`config.mk`:
```
export PLATFORM = sky130hd
export DESIGN_NAME = stream_mux_arb
export DESIGN_NICKNAME = d
export VERILOG_FILES = /design/src/rtl/stream_mux_arb_pkg.sv /design/src/rtl/stream_mux_arb_arbiter.sv /design/src/rtl/stream_mux_arb.sv
export SDC_FILE = /design/constraint.sdc
export NUM_CORES = 1
export LEC_CHECK = 0
export BUFFER_PORTS_ARGS = -buffer_cell sky130_fd_sc_hd__buf_2
export CORE_MARGIN = 2
export CORE_UTILIZATION = 45
export CTS_CLUSTER_SIZE = 24
export DETAILED_ROUTE_END_ITERATION = 10
export GPL_ROUTABILITY_DRIVEN = 0
export PLACE_DENSITY_LB_ADDON = 0.2
export SYNTH_ARGS = -nofsm -noshare
export SYNTH_HDL_FRONTEND = slang
export SYNTH_SLANG_ARGS = --single-unit
```
`constraint.sdc`:
```
create_clock -name clk -period 4.3 [get_ports clk]
set_clock_uncertainty 0.05 [all_clocks]
set_input_delay 0 -clock clk [delete_from_list [all_inputs] [get_ports clk]]
set_output_delay 0 -clock clk [all_outputs]
set_load 0.02 [all_outputs]
```
`src/rtl/stream_mux_arb_pkg.sv`:
```
// Shared constants and helpers for stream arbiters.
// Latency: n/a (package only).
// Backpressure: n/a (package only).
package stream_mux_arb_pkg;

  // Arbitration modes
  localparam int MODE_RR    = 0;
  localparam int MODE_FIXED = 1;

  // Width of an index able to name n channels, never less than one bit
  function automatic int sel_width(input int n);
    int w;
    w = 1;
    while ((1 << w) < n) begin
      w = w + 1;
    end
    return w;
  endfunction

endpackage

```
`src/rtl/stream_mux_arb_arbiter.sv`:
```
// Round-robin / fixed-priority arbiter: one-hot grant plus grant index.
// Latency: grant is combinational from req; pointer updates on the edge after advance.
// Backpressure: none internally; caller asserts advance only when the grant is taken.
module rr_arbiter
  import stream_mux_arb_pkg::*;
#(
  parameter int CHANNELS = 4,
  parameter int MODE     = MODE_RR,
  parameter int SEL_W    = sel_width(CHANNELS)
) (
  input  logic                clk,
  input  logic                rst_n,
  input  logic [CHANNELS-1:0] req,
  input  logic                advance,
  output logic [CHANNELS-1:0] grant,
  output logic [SEL_W-1:0]    grant_idx
);

  logic [SEL_W-1:0] ptr_q;
  logic [SEL_W-1:0] ptr_d;
  logic             found;

  // Grant search: first pass covers indices at or above ptr (all of them in
  // fixed mode), second pass wraps around to the indices below ptr.
  always_comb begin
    grant     = '0;
    grant_idx = '0;
    found     = 1'b0;
    for (int i = 0; i < CHANNELS; i++) begin
      if (!found && req[i] && (MODE == MODE_FIXED || i >= int'(ptr_q))) begin
        grant[i]  = 1'b1;
        grant_idx = SEL_W'(i);
        found     = 1'b1;
      end
    end
    for (int i = 0; i < CHANNELS; i++) begin
      if (!found && req[i]) begin
        grant[i]  = 1'b1;
        grant_idx = SEL_W'(i);
        found     = 1'b1;
      end
    end
  end

  // Next pointer: one past the winner, wrapping explicitly at the last channel
  always_comb begin
    ptr_d = ptr_q;
    if (advance) begin
      if (grant_idx == SEL_W'(CHANNELS - 1)) begin
        ptr_d = '0;
      end else begin
        ptr_d = grant_idx + 1'b1;
      end
    end
  end

  // Pointer register
  always_ff @(posedge clk or negedge rst_n) begin
    if (!rst_n) begin
      ptr_q <= '0;
    end else begin
      ptr_q <= ptr_d;
    end
  end

endmodule

```
`src/rtl/stream_mux_arb.sv`:
```
// N-channel valid/ready stream mux with arbitration and a one-entry output register.
// Latency: 1 cycle from input transfer to out_valid; 1 beat/cycle sustained.
// Backpressure: in_ready is zero while the register is full and out_ready is low.
module stream_mux_arb
  import stream_mux_arb_pkg::*;
#(
  parameter int WIDTH    = 32,
  parameter int CHANNELS = 4,
  parameter int MODE     = MODE_RR,
  localparam int SEL_W   = sel_width(CHANNELS)
) (
  input  logic                      clk,
  input  logic                      rst_n,
  input  logic [CHANNELS-1:0]       in_valid,
  input  logic [CHANNELS*WIDTH-1:0] in_data,
  output logic [CHANNELS-1:0]       in_ready,
  output logic                      out_valid,
  output logic [WIDTH-1:0]          out_data,
  output logic [SEL_W-1:0]          out_sel,
  input  logic                      out_ready
);

  logic [CHANNELS-1:0] grant;
  logic [SEL_W-1:0]    grant_idx;
  logic                free;
  logic                xfer;
  logic [WIDTH-1:0]    win_data;

  logic                out_valid_q, out_valid_d;
  logic [WIDTH-1:0]    out_data_q,  out_data_d;
  logic [SEL_W-1:0]    out_sel_q,   out_sel_d;

  rr_arbiter #(
    .CHANNELS (CHANNELS),
    .MODE     (MODE),
    .SEL_W    (SEL_W)
  ) u_arb (
    .clk       (clk),
    .rst_n     (rst_n),
    .req       (in_valid),
    .advance   (xfer),
    .grant     (grant),
    .grant_idx (grant_idx)
  );

  // Ready/valid glue: the register can take a beat when empty or being drained
  always_comb begin
    free     = !out_valid_q || out_ready;
    in_ready = grant & {CHANNELS{free}};
    xfer     = free && (|in_valid);
  end

  // Winner data select, one-hot OR so no wide index arithmetic is needed
  always_comb begin
    win_data = '0;
    for (int i = 0; i < CHANNELS; i++) begin
      if (grant[i]) begin
        win_data = win_data | in_data[i*WIDTH +: WIDTH];
      end
    end
  end

  // Output register next state: load on transfer, empty on idle drain, else hold
  always_comb begin
    out_valid_d = out_valid_q;
    out_data_d  = out_data_q;
    out_sel_d   = out_sel_q;
    if (xfer) begin
      out_valid_d = 1'b1;
      out_data_d  = win_data;
      out_sel_d   = grant_idx;
    end else if (free) begin
      out_valid_d = 1'b0;
    end
  end

  // Output register; reset discards any held beat
  always_ff @(posedge clk or negedge rst_n) begin
    if (!rst_n) begin
      out_valid_q <= 1'b0;
      out_data_q  <= '0;
      out_sel_q   <= '0;
    end else begin
      out_valid_q <= out_valid_d;
      out_data_q  <= out_data_d;
      out_sel_q   <= out_sel_d;
    end
  end

  assign out_valid = out_valid_q;
  assign out_data  = out_data_q;
  assign out_sel   = out_sel_q;

endmodule

```
==> results.md <==
- CP Max Fanout: 18
- Required @ worst endpoint: 4.47 ns
- R2R Setup Slk: around 1.5 ns
- Yosys warnings: 0
- Latest clock arrival within the worst-skew pair: about 0.28 ns
- CTS tree: done
- Max_cap viols: 0
- Global-route wire length before repair: 15400 um
- Number of library cell types mapped by synthesis: 33
- Post-route DRC: 0
- Vias in the first global route: roughly 3400
- H-Tree Depth: 2
- Worst hold slack: approximately 0.019 ns
- Fin. max-slew vios: 0
- Worst Hold End: out_data[3]
- WHS Path Cells: 3
- NumNets Final: 660
- EDFF count, synth: 0
- Highest routing layer actually used: met4
- Achievable frequency: 354 MHz
- Worst Hold Class: in2reg
- Initial Utilization: between 40% and 50%
- Sink Count: 37
- Post-Syn Instances: 307
- Main synth FF type: dfrtp_1
- Mean number of vias per cell: just under 6
- Ys async rst share: 100%
- Layout cells sized above 1: around 37%
- Pwr dens: about 370 mW/mm^2
- Crit path launch type: register
- Die Wd: 78.2 um
- R2r endpoint: out_data[18]
- Setup TNS: 0 ns
- Largest cells by area after synthesis: dfrtp_1 (37%), a22oi_1 (9.7%), a31oi_1 (8.1%), and3_1 (8.1%), a21oi_1 (7.5%)
- RSZ-0062 raised after global routing: no
- First DRT Iteration DRCs: approximately 340
- CP endpoint kind: register
- Sequential Area: around 900 um^2
- Endpoints failing setup: 0
- Status: complete, no violations
- Commonest non-fill, non-tap cells in the layout: buf_2 (173), dlygate4sd3_1 (65), dfrtp_1 (37)
- Max IR drop VDD: roughly 0.23 mV
- Yosys top cell by area: dfrtp_1
- Antenna Cells: 0
- # rows: 27
- Area growth from synthesis to layout: 65.3%
- # fillers: between 400 and 500
- Slew HR: between 10% and 20%
- Final WL: 9990 um
- Leakage power: around 0.0020 uW
- Post-Syn Nets: 442
- TritonRoute pass-1 iters: 6
- Antenna Violating Nets Remaining: 0
- Metal3 WL: around 1100 um
- Num ports: between 150 and 200
- Critical path class: reg2reg
- Commonest non-fill, non-tap cell in the layout: buf_2
- Share of the synthesized area in the top cell type: 37.4%
- Pin count of the biggest net entering global routing: 40
- Max clock buf depth: 2
- Met2 routed WL: a little under 5000 um
- Register area share after synthesis: between 30% and 40%
- Fin crit share: about two thirds
- Dpl hpwl: 6160 um
- CTS root buf: clkbuf_8
- Die Ht: roughly 78 um
- Number of synthesized register bits: 37
- Total GRT Usage: about a third
- CTS buffer count: 5
- Buffers on Ports: roughly 170
- DR vias: ~3400
- Worst slew pin tran: 1.21 ns
- Syn Area/Cell: slightly above 8 um^2
- Congestion Overflow GR: 0
- Fin. Hold Viols: 0
- Initial antenna violation count: 0
- Area of the multi-input gates: around 0.0014 mm^2
- R2r worst-path depth: 6
- Post-layout min period: 2.83 ns
- Core area: ~0.0054 mm^2
- DR WL/cell: 16.7 um
- Hold path start: in_data[3]
- Reg2reg start: u_arb.ptr_q[1]
- WL met1: ~3900 um
- Critical Path AT: approximately 3.0 ns
- DIE AREA: 0.00612 mm^2
- Cell area after synthesis: around 0.0025 mm^2
- Clock slew at reported path FFs: 0.08 ns
-- kinds of logic (layout without fill, tap and decap cells) --
family | count (synthesis) | after routing | share of synthesized area (%)
AO/OA/AOI/OAI | 148 | 148 | 37.4
multiplexers | 1 | 1 | 0.404
AND/OR/NAND/NOR | 84 | 84 | 17.3
buffers and inverters | 37 | 256 | 7.62
flip-flops | 37 | 37 | 37.4
-- power breakdown --
group / switching (uW) / total (uW) / internal, uW
Combinational: 403 / 737 / 334
Sequential: 54.3 / 482 / 428
Clock: 125 / 314 / 189
-- through the flow --
| step | setup slack, ns | utilization, % | std cells | power (uW) | area, um^2 |
|---|---|---|---|---|---|
| after floorplan | 2.73 | - | 307 | 868 | 2480 |
| after global placement | 2.14 | 61.6 | 525 | 1070 | 3330 |
| after detailed placement | 1.99 | 61.6 | 525 | 1080 | 3330 |
| after CTS | 1.59 | 75.8 | 598 | 1520 | 4100 |
| after global routing | 1.40 | 75.8 | 598 | 1620 | 4100 |
| final | 1.47 | 75.8 | 598 | 1530 | 4100 |
-- Yosys cell counts, types with 2 or more instances --
cell / instances
nor2b_1: 2
buf_6: 4
dfrtp_1: 37
a21oi_1: 37
clkbuf_1: 19
nand2b_1: 4
and3_1: 32
nand2_1: 2
and2_1: 2
a31oi_1: 32
buf_2: 7
a21o_1: 3
nor2_1: 37
o21ai_1: 2
buf_4: 3
inv_1: 4
o21ai_0: 33
a22oi_1: 32
-- worst max-delay path by stage --
stage	startpoint	to	cells past startpoint
6_report	u_arb.ptr_q[1]	out_data[18]	6
4_1_cts	u_arb.ptr_q[1]	out_data[13]	6
3_3_place_gp	in_valid[3]	out_sel[0]	6
2_1_floorplan	u_arb.ptr_q[1]	out_data[0]	6
5_1_grt	u_arb.ptr_q[1]	out_data[25]	6
3_5_place_dp	in_valid[3]	out_sel[0]	6
-- critical path, stage by stage (launching register included) --
cell           delay (ns)
dfrtp_1              0.55
nand2b_1             0.25
a21oi_2              0.60
buf_4                0.35
o21ai_0              0.13
a31oi_1              0.20
dlygate4sd3_1        0.61
-- repair_timing --
item	in CTS	in global routing
gates resized for setup	0	0
setup buffers	0	0
endpoints found under the hold margin	70	0
hold buffers	65	0
-- registers in the layout (all words and copies together), names as in the netlist --
name	flops
out_data	32
out_sel	2
u_arb.ptr_q	2
out_valid	1
-- routing by layer --
layer  track usage [%]  vias to the layer above
met5                 0                        -
met4              11.1                        0
met3              6.32                       18
met2              54.4                      258
met1              39.3                     1586
li1                  -                     1585
-- area by class of cell --
type,instances,area share (%)
clock buffer,7,2.11
clock inverter,1,0.733
inverter,4,0.366
multi-input combinational,233,33.9
sequential,37,22.6
tap,72,2.20
timing repair buffer,244,38.1
(Power assumes the default switching activity.)
